File: config.mk
export PLATFORM = sky130hd
export DESIGN_NAME = uart_rx_core_flat
export DESIGN_NICKNAME = d
export VERILOG_FILES = /design/src/rtl/uart_rx_pkg.sv /design/src/rtl/uart_rx_if.sv /design/src/rtl/uart_tick_gen.sv /design/src/rtl/uart_rx_core.sv /design/src/flat_wrapper.sv
export SDC_FILE = /design/constraint.sdc
export NUM_CORES = 1
export LEC_CHECK = 0
export CAP_MARGIN = 20
export CORE_MARGIN = 2
export CORE_UTILIZATION = 40
export CTS_BUF_LIST = sky130_fd_sc_hd__clkbuf_16
export CTS_CLUSTER_DIAMETER = 100
export DETAILED_ROUTE_END_ITERATION = 12
export PLACE_DENSITY = 0.64
export SKIP_CTS_REPAIR_TIMING = 1
export SYNTH_ARGS = -nofsm -noshare
export SYNTH_HDL_FRONTEND = slang
export SYNTH_SLANG_ARGS = --single-unit
File: constraint.sdc
create_clock -name app_clk -period 2.5 [get_ports app_clk]
set_input_delay 0.375 -clock app_clk [delete_from_list [all_inputs] [get_ports app_clk]]
set_output_delay 0.375 -clock app_clk [all_outputs]
set_load 0.01 [all_outputs]
File: src/rtl/uart_rx_pkg.sv
// Shared types and constants for the UART receive path.
package uart_rx_pkg;

  typedef enum logic [2:0] {
    IDLE,
    START,
    DATA,
    PARITY,
    STOP1,
    STOP2
  } rx_state_e;

  localparam int unsigned OVERSAMPLE = 16;
  localparam logic [3:0]  SAMPLE_MID = 4'd7;

  // Index of the final data bit for a given data-bits setting (value+5 bits).
  function automatic logic [2:0] last_bit_idx(input logic [1:0] data_bits);
    return {1'b0, data_bits} + 3'd4;
  endfunction

endpackage

File: src/rtl/uart_rx_if.sv
// Received-byte handshake between the UART receiver and its consumer.
interface uart_rx_if;

  logic [7:0] rx_data;
  logic       rx_valid;
  logic       rx_ready;
  logic       rx_par_err;
  logic       rx_frm_err;
  logic       rx_ovr_err;

  modport master (
    output rx_data,
    output rx_valid,
    output rx_par_err,
    output rx_frm_err,
    output rx_ovr_err,
    input  rx_ready
  );

  modport slave (
    input  rx_data,
    input  rx_valid,
    input  rx_par_err,
    input  rx_frm_err,
    input  rx_ovr_err,
    output rx_ready
  );

endinterface

File: src/rtl/uart_tick_gen.sv
// Oversampling tick prescaler: one-cycle tick every div_i+1 cycles while enabled.
module uart_tick_gen #(
  parameter int DIV_W = 12
) (
  input  logic             app_clk,
  input  logic             reset_n,
  input  logic             en_i,
  input  logic [DIV_W-1:0] div_i,
  output logic             tick_o
);

  logic [DIV_W-1:0] cnt_q;
  logic [DIV_W-1:0] cnt_d;

  always_comb begin
    cnt_d = cnt_q;
    if (!en_i || (cnt_q == '0)) begin
      cnt_d = div_i;
    end else begin
      cnt_d = cnt_q - 1'b1;
    end
  end

  always_ff @(posedge app_clk or negedge reset_n) begin
    if (!reset_n) begin
      cnt_q <= '0;
    end else begin
      cnt_q <= cnt_d;
    end
  end

  assign tick_o = en_i && (cnt_q == '0);

endmodule

File: src/rtl/uart_rx_core.sv
// UART receiver: rxd synchronizer, 16x-oversampled frame FSM and output
// holding register with parity/frame/overrun reporting.
module uart_rx_core
  import uart_rx_pkg::*;
#(
  parameter int DIV_W       = 12,
  parameter int SYNC_STAGES = 2
) (
  input  logic             app_clk,
  input  logic             reset_n,
  input  logic             cfg_rx_en,
  input  logic [1:0]       cfg_data_bits,
  input  logic             cfg_stop_bit,
  input  logic             cfg_parity_en,
  input  logic             cfg_even_parity,
  input  logic [DIV_W-1:0] cfg_baud_div,
  input  logic             rxd,
  uart_rx_if.master        rx_if
);

  localparam int SAMP_W = $clog2(OVERSAMPLE);

  logic [SYNC_STAGES-1:0] sync_q;
  logic                   rxd_prev_q;
  logic                   rxd_s;
  logic                   start_edge;
  logic                   tick;
  logic                   mid;
  logic                   frm_now;

  rx_state_e              state_q;
  logic [SAMP_W-1:0]      samp_cnt_q;
  logic [2:0]             bit_idx_q;
  logic [7:0]             shift_q;
  logic                   par_acc_q;
  logic                   par_err_q;
  logic                   frm_err_q;

  logic [7:0]             data_q;
  logic                   valid_q;
  logic                   out_par_q;
  logic                   out_frm_q;
  logic                   ovr_q;

  uart_tick_gen #(.DIV_W(DIV_W)) u_tick_gen (
    .app_clk (app_clk),
    .reset_n (reset_n),
    .en_i    (cfg_rx_en),
    .div_i   (cfg_baud_div),
    .tick_o  (tick)
  );

  // Synchronizer idles high so a reset never looks like a start edge.
  always_ff @(posedge app_clk or negedge reset_n) begin
    if (!reset_n) begin
      sync_q     <= '1;
      rxd_prev_q <= 1'b1;
    end else begin
      sync_q     <= {sync_q[SYNC_STAGES-2:0], rxd};
      rxd_prev_q <= rxd_s;
    end
  end

  assign rxd_s      = sync_q[SYNC_STAGES-1];
  assign start_edge = rxd_prev_q && !rxd_s;
  assign mid        = tick && (samp_cnt_q == SAMPLE_MID);
  assign frm_now    = frm_err_q | ~rxd_s;

  always_ff @(posedge app_clk or negedge reset_n) begin
    if (!reset_n) begin
      state_q    <= IDLE;
      samp_cnt_q <= '0;
      bit_idx_q  <= '0;
      shift_q    <= '0;
      par_acc_q  <= 1'b0;
      par_err_q  <= 1'b0;
      frm_err_q  <= 1'b0;
      data_q     <= '0;
      valid_q    <= 1'b0;
      out_par_q  <= 1'b0;
      out_frm_q  <= 1'b0;
      ovr_q      <= 1'b0;
    end else begin
      ovr_q <= 1'b0;
      if (valid_q && rx_if.rx_ready) begin
        valid_q <= 1'b0;
      end

      if (!cfg_rx_en) begin
        state_q <= IDLE;
      end else if (state_q == IDLE) begin
        if (start_edge) begin
          state_q    <= START;
          samp_cnt_q <= '0;
          bit_idx_q  <= '0;
          shift_q    <= '0;
          par_acc_q  <= 1'b0;
          par_err_q  <= 1'b0;
          frm_err_q  <= 1'b0;
        end
      end else if (tick) begin
        samp_cnt_q <= samp_cnt_q + 1'b1;
        if (mid) begin
          case (state_q)
            START: begin
              state_q <= rxd_s ? IDLE : DATA;
            end
            DATA: begin
              shift_q[bit_idx_q] <= rxd_s;
              par_acc_q          <= par_acc_q ^ rxd_s;
              if (bit_idx_q == last_bit_idx(cfg_data_bits)) begin
                state_q <= cfg_parity_en ? PARITY : STOP1;
              end else begin
                bit_idx_q <= bit_idx_q + 3'd1;
              end
            end
            PARITY: begin
              par_err_q <= par_acc_q ^ rxd_s ^ ~cfg_even_parity;
              state_q   <= STOP1;
            end
            STOP1, STOP2: begin
              frm_err_q <= frm_now;
              if (state_q == STOP1 && cfg_stop_bit) begin
                state_q <= STOP2;
              end else begin
                // Commit: a held, unaccepted byte wins over the new one.
                state_q <= IDLE;
                if (valid_q && !rx_if.rx_ready) begin
                  ovr_q <= 1'b1;
                end else begin
                  data_q    <= shift_q;
                  out_par_q <= par_err_q;
                  out_frm_q <= frm_now;
                  valid_q   <= 1'b1;
                end
              end
            end
            default: begin
              state_q <= IDLE;
            end
          endcase
        end
      end
    end
  end

  assign rx_if.rx_data    = data_q;
  assign rx_if.rx_valid   = valid_q;
  assign rx_if.rx_par_err = out_par_q;
  assign rx_if.rx_frm_err = out_frm_q;
  assign rx_if.rx_ovr_err = ovr_q;

endmodule
File: src/flat_wrapper.sv
// flat-port wrapper written by rule: the top's interface ports become plain ports
module uart_rx_core_flat import uart_rx_pkg::*;
#(
  parameter int DIV_W       = 12,
  parameter int SYNC_STAGES = 2
)
  (app_clk, reset_n, cfg_rx_en, cfg_data_bits, cfg_stop_bit, cfg_parity_en, cfg_even_parity, cfg_baud_div, rxd, rx_if_rx_data, rx_if_rx_valid, rx_if_rx_par_err, rx_if_rx_frm_err, rx_if_rx_ovr_err, rx_if_rx_ready);
  uart_rx_if rx_if_i ();
  input  logic app_clk;
  input  logic reset_n;
  input  logic cfg_rx_en;
  input  logic [1:0] cfg_data_bits;
  input  logic cfg_stop_bit;
  input  logic cfg_parity_en;
  input  logic cfg_even_parity;
  input  logic [DIV_W-1:0] cfg_baud_div;
  input  logic rxd;
  output wire logic [$bits(rx_if_i.rx_data)-1:0] rx_if_rx_data;
  output wire logic [$bits(rx_if_i.rx_valid)-1:0] rx_if_rx_valid;
  output wire logic [$bits(rx_if_i.rx_par_err)-1:0] rx_if_rx_par_err;
  output wire logic [$bits(rx_if_i.rx_frm_err)-1:0] rx_if_rx_frm_err;
  output wire logic [$bits(rx_if_i.rx_ovr_err)-1:0] rx_if_rx_ovr_err;
  input wire logic [$bits(rx_if_i.rx_ready)-1:0] rx_if_rx_ready;
  assign rx_if_rx_data = rx_if_i.rx_data;
  assign rx_if_rx_valid = rx_if_i.rx_valid;
  assign rx_if_rx_par_err = rx_if_i.rx_par_err;
  assign rx_if_rx_frm_err = rx_if_i.rx_frm_err;
  assign rx_if_rx_ovr_err = rx_if_i.rx_ovr_err;
  assign rx_if_i.rx_ready = rx_if_rx_ready;
  uart_rx_core #(.DIV_W(DIV_W), .SYNC_STAGES(SYNC_STAGES)) u_core (.app_clk(app_clk), .reset_n(reset_n), .cfg_rx_en(cfg_rx_en), .cfg_data_bits(cfg_data_bits), .cfg_stop_bit(cfg_stop_bit), .cfg_parity_en(cfg_parity_en), .cfg_even_parity(cfg_even_parity), .cfg_baud_div(cfg_baud_div), .rxd(rxd), .rx_if(rx_if_i));
endmodule
Word-level counts from Yosys, hierarchy flattened
Index checks and enable logic that the tools add are counted.
- flip-flop bits (word level): 48
- bits of input ports: 22
- output and inout port bits: 12
- word-level logic and storage cells: 124
- $add $sub $neg: 4
- magnitude comparators: 2
- equal/unequal tests: 13
- multiplexer cells: 56
- bitwise gates (word level): 8
- reductions and logical operators: 26
- operators by type and width (kind ; count):
    3-bit two-way mux ; 14
    8-bit two-way mux ; 5
    1-bit two-way mux ; 29
    5-bit AND reduction ; 3
    12-bit logical NOT ; 1
    12-bit two-way mux ; 1
    4-bit two-way mux ; 3
    3-bit case mux with 4 select lines ; 1
    12-bit by 1-bit subtractor with 12-bit output, second input constant ; 1
    2-bit nonzero test ; 5
    8-bit bitwise mux ; 1
    1-bit logical AND ; 7
    7-bit AND reduction ; 1
    3-bit by 2-bit equality test with 1-bit output, second input constant ; 2
    3-bit equality test, second input constant ; 2
    3-bit by 1-bit != test with 1-bit output, second input constant ; 2
    6-bit AND reduction ; 1
    1-bit inverter ; 5
    4-bit by 1-bit adder with 4-bit output, second input constant ; 1
    4-bit by 3-bit equality test with 1-bit output, second input constant ; 1
    3-bit by 4-bit < comparator with 1-bit output, second input constant ; 1
    2-bit by 1-bit != test with 1-bit output, second input constant ; 2
    4-bit by 2-bit != test with 1-bit output, second input constant ; 1
    4-bit AND reduction ; 1
    15 further kinds ; 18

Longest topological paths before layout
- depth in word-level cells: 9
- mapped depth: 8
- gate-level depth less buffers: 7

Cells and area by module
Synthesis repeated with hierarchy kept, for this count alone.
- cell total of the unflattened synthesis: 247
- area total of the unflattened synthesis: 2575.0 um2
- modules (own cells, without submodules) (module ; instances ; cells each ; area each (um2) ; seq. area each (um2)):
    uart_rx_core ; 1 ; 174 ; 1854.3 ; 904.6
    uart_tick_gen ; 1 ; 73 ; 720.7 ; 300.3

Worst setup path after synthesis
Ideal clock, no wire load.
- path kind: register to register
- from: register u_core.u_tick_gen.cnt_q[0]
- to: register u_core.data_q[0] (netlist: u_core.rx_if.rx_data[0])
- setup time: 125 ps
- arrival: 1981 ps
- data required time: 2375 ps
- setup slack: 394 ps
- cell stages (with the launch flop): 8
- buffers on the path: 1
- clock period less this slack: 2106 ps
- path through: dfrtp_1 inv_1 ha_1 nor3b_1 nand4_4 nor4b_2 buf_6 mux2_2
- longest elaborated chain between the ends: 4
- RTL lines (element ; RTL line ; RTL):
    start, declared ; uart_tick_gen.sv:12 ; logic [DIV_W-1:0] cnt_q;
    start signal, assigned ; uart_tick_gen.sv:28 ; cnt_q <= cnt_d;
    12-bit logical NOT (*) ; uart_tick_gen.sv:32 ; assign tick_o = en_i && (cnt_q == '0);
    1-bit logical AND (*) ; uart_tick_gen.sv:32 ;
    1-bit logical AND ; uart_rx_core.sv:66 ; assign mid = tick && (samp_cnt_q == SAMPLE_MID);
    7-bit AND reduction (no source line) (*) ; -- ;
    end signal, assigned ; uart_rx_core.sv:131 ; data_q <= shift_q;
    end, declared ; uart_rx_core.sv:39 ; logic [7:0] data_q;
Mark *: on every way between the ends. The rest lies on a longest branch, timed or not.
A chain may end at the register's enable or synchronous reset.

Worst setup path in the final report
- from: register u_core.u_tick_gen.cnt_q[0]
- to: register u_core.data_q[2] (netlist: u_core.rx_if.rx_data[2])
The elaborated chain is that of the path after synthesis.

==> flow_summary.json <==
{
  "post_synth_instance_area_mm2": 0.00245,
  "power.ir.vdd_worst_v": 0.000312,
  "cp-end-kind": "flop",
  "status": "finished clean",
  "synthesis_to_layout_area_growth_pct": 24.4,
  "drt-pass1-iter-count": 4,
  "holdCritPathClass": "input pin to async pin",
  "final_wl_mm": 5.10,
  "boundaryPins": 34,
  "power_spent_charging_and_discharging_nets_uw": 410,
  "clock-skew-final_ns": 0.00424,
  "multi_input_area_mm2": 0.00117,
  "synth_ff_type": "dfrtp_1",
  "path_buf_inv": 2,
  "setup_tns_ns": 0,
  "via_cell_ratio": 5.44,
  "place_congestion": 0.855,
  "seqCellArea_mm2": 0.00120,
  "num_antenna_cells": 0,
  "initial_utilization": 0.414,
  "detailedRoute.firstIterationViolations": 98,
  "worstPathRequired_ns": 2.67,
  "synth_seq_cells": 48,
  "number_of_antenna_violations_at_the_first_check_in_global_routing": 0,
  "overall_track_demand_over_capacity_in_global_routing": 0.165,
  "synth-edff-count": 0,
  "synthesis.yosys.warnings": 0,
  "nets": 310,
  "grt_pass1_wl_mm": 8.48,
  "port-buffer-count": 33,
  "placement_rows": 28,
  "die_width_um": 82.2,
  "finish_stage_setup_viols": 0,
  "drv.max_cap_violation_count": 0,
  "worstSkewPairLatency_ns": 0.28,
  "power_density_mw_per_mm2": 582,
  "worst_setup_path_start_kind": "flop",
  "max_slew.worst_pin.slew_ns": 0.568,
  "syn_nets": 275,
  "final_period_minus_worst_setup_slack_ns": 2.26,
  "timing.critical_path.cells": "inv_1 > ha_1 > nor3b_1 > nand4_4 > nor4b_2 > buf_4 > mux2_2",
  "final_core_utilization": 0.515,
  "timing.critical_path.slowest_cell_delay_ns": 0.39,
  "ant_nets": 0,
  "cts_tree": "done",
  "grt_pass1_vias": 1794,
  "ctsRootBufferMaster": "clkbuf_16",
  "wire_per_inst_um": 14.2,
  "clock_tree.buffer_depth": 2,
  "fillers": 561,
  "die-area_mm2": 0.00676,
  "synth-async-reset-ratio": 1.00,
  "dieHeight_um": 82.2,
  "post_route_cells_drive_above_1_share": 0.116,
  "power.switching_fraction": 0.231,
  "final_worst_path_cycle_share": 0.904,
  "pin_count_of_the_biggest_net_entering_global_routing": 26,
  "timing.final.hold_violations": 0,
  "path_clk_slew_ns": 0.06,
  "routed-via-count": 1960,
  "synth_area_per_cell_um2": 9.83,
  "power.share.combinational": 0.109,
  "drc": 0,
  "cp_slowest_cell": "dfrtp_1",
  "cts-buffers-inserted": 5,
  "max-slew-margin-rel": 0.621,
  "crit_type": "flop to flop",
  "dpl.hpwl_mm": 3.77,
  "hold_slack_ns": 0.0812,
  "power_frac_seq": 0.473,
  "core_mm2": 0.00592,
  "total_leakage_power_uw": 0.00127,
  "ctsHtreeMaxLevel": 2,
  "synth_sequential_area_ratio": 0.492,
  "clkPwrFrac": 0.419,
  "count_of_clock_tree_sinks": 48,
  "rsz0062_at_grt": "no",
  "power.internal_uw": 1360,
  "synthDistinctLibCells": 42,
  "total_power_uw": 1770,
  "finalMaxSlewViolations": 0,
  "path_max_fanout": 11,
  "postSynthCellCount": 249,
  "worstPathArrival_ns": 2.43,
  "global_route.overflow_total": 0,
  "clock.fmax_mhz": 443,
  "critPathTopFamily": "simple AND/OR/NAND/NOR gates"
}
[sequential cells by signal, summed over array words and instances (netlist names)]
name / flops
u_core.u_tick_gen.cnt_q: 12
u_core.rx_if.rx_valid: 1
u_core.rx_if.rx_ovr_err: 1
u_core.bit_idx_q: 3
u_core.par_err_q: 1
u_core.par_acc_q: 1
u_core.frm_err_q: 1
u_core.rx_if.rx_par_err: 1
u_core.rxd_prev_q: 1
u_core.state_q: 3
u_core.sync_q: 2
u_core.rx_if.rx_data: 8
u_core.rx_if.rx_frm_err: 1
u_core.samp_cnt_q: 4
u_core.shift_q: 8
[power groups by stage]
stage	logic (µW)	clock network [µW]	registers, µW
floorplan	112	0	844
global placement	192	0	850
detailed placement	195	0	851
CTS	196	759	837
global route	217	797	841
finish	192	742	838
[per-layer routing]
metal  global-route usage  part of all wire  wire [µm]
met2                0.263              0.48       2470
met1                0.225              0.47       2370
met3               0.0359             0.044        225
met4               0.0500            0.0061         31
met5                    0                 0          0
[logic make-up (layout without fill, tap and decap cells)]
| family | after synthesis | in the layout | share of synthesized area |
|---|---|---|---|
| flops | 48 | 48 | 0.492 |
| mux | 10 | 10 | 0.0460 |
| compound gates | 64 | 64 | 0.152 |
| xor+xnor | 17 | 17 | 0.0608 |
| buf+inv | 18 | 54 | 0.0312 |
| fa+ha+maj | 4 | 4 | 0.0204 |
| simple gates | 88 | 88 | 0.198 |
[per-stage QoR]
stage               instances  instance area, µm²  worst slack (ns)
global route              360                3050            0.0580
floorplan                 249                2450             0.394
finish                    360                3050             0.241
CTS                       360                3050             0.205
detailed placement        352                2880             0.265
global placement          352                2880             0.305
[final cells by class]
class | instances | area share
Clock inverter | 3 | 0.0127
Multi-Input combinational cell | 183 | 0.383
Timing Repair Buffer | 41 | 0.131
Clock buffer | 5 | 0.0411
Tap cell | 75 | 0.0308
Inverter | 5 | 0.00616
Sequential cell | 48 | 0.395
[path summary, 6_finish.rpt]
check | from | endpoint | slack [ns] | cells past startpoint
max reg2reg | u_core.u_tick_gen.cnt_q[0] | u_core.rx_if.rx_data[2] | 0.24 | 7
min in group app_clk | u_core.sync_q[0] | u_core.sync_q[1] | 0.36 | 0
max in group asynchronous | reset_n | u_core.rxd_prev_q | 1.82 | 2
min | reset_n | u_core.u_tick_gen.cnt_q[7] | 0.08 | 1
max | u_core.u_tick_gen.cnt_q[0] | u_core.rx_if.rx_data[2] | 0.24 | 7
min reg2reg | u_core.sync_q[0] | u_core.sync_q[1] | 0.36 | 0
[cell usage after synthesis (2+ instances only)]
master	instances	area (µm²)
dfstp_2	3	78.8
o31ai_1	6	45.0
o21ai_1	2	10.0
clkbuf_1	11	41.3
xnor2_1	12	105
a31oi_1	6	37.5
a21oi_1	9	45.0
nor3b_1	3	22.5
inv_1	4	15.0
nor2b_1	4	25.0
mux2_2	10	113
nand2b_1	4	25.0
a41oi_1	2	17.5
nor3_1	8	40.0
ha_1	4	50.1
nor2_1	18	67.6
nand3_1	10	50.1
dfrtp_1	45	1130
nand4_1	5	31.3
and4_1	2	17.5
and3_1	3	18.8
nand2_1	23	86.3
xor2_1	5	43.8
o21ai_0	32	160
[cell usage in the layout, fill, tap and decap left out, types with 2 or more instances in the layout]
master / count
and4_1: 2
xnor2_1: 12
dfrtp_1: 45
nand2_1: 23
mux2_2: 10
a21oi_1: 9
and3_1: 3
o31ai_1: 6
nand3_1: 10
a41oi_1: 2
nand2b_1: 4
nand4_1: 5
nor2b_1: 4
xor2_1: 5
buf_4: 7
clkdlybuf4s50_1: 32
o21ai_0: 32
dfstp_2: 3
nor3_1: 8
clkbuf_16: 5
nor2_1: 18
a31oi_1: 6
inv_1: 5
nor3b_1: 3
ha_1: 4
o21ai_1: 2
No activity file was read; power rests on OpenSTA's default activity.
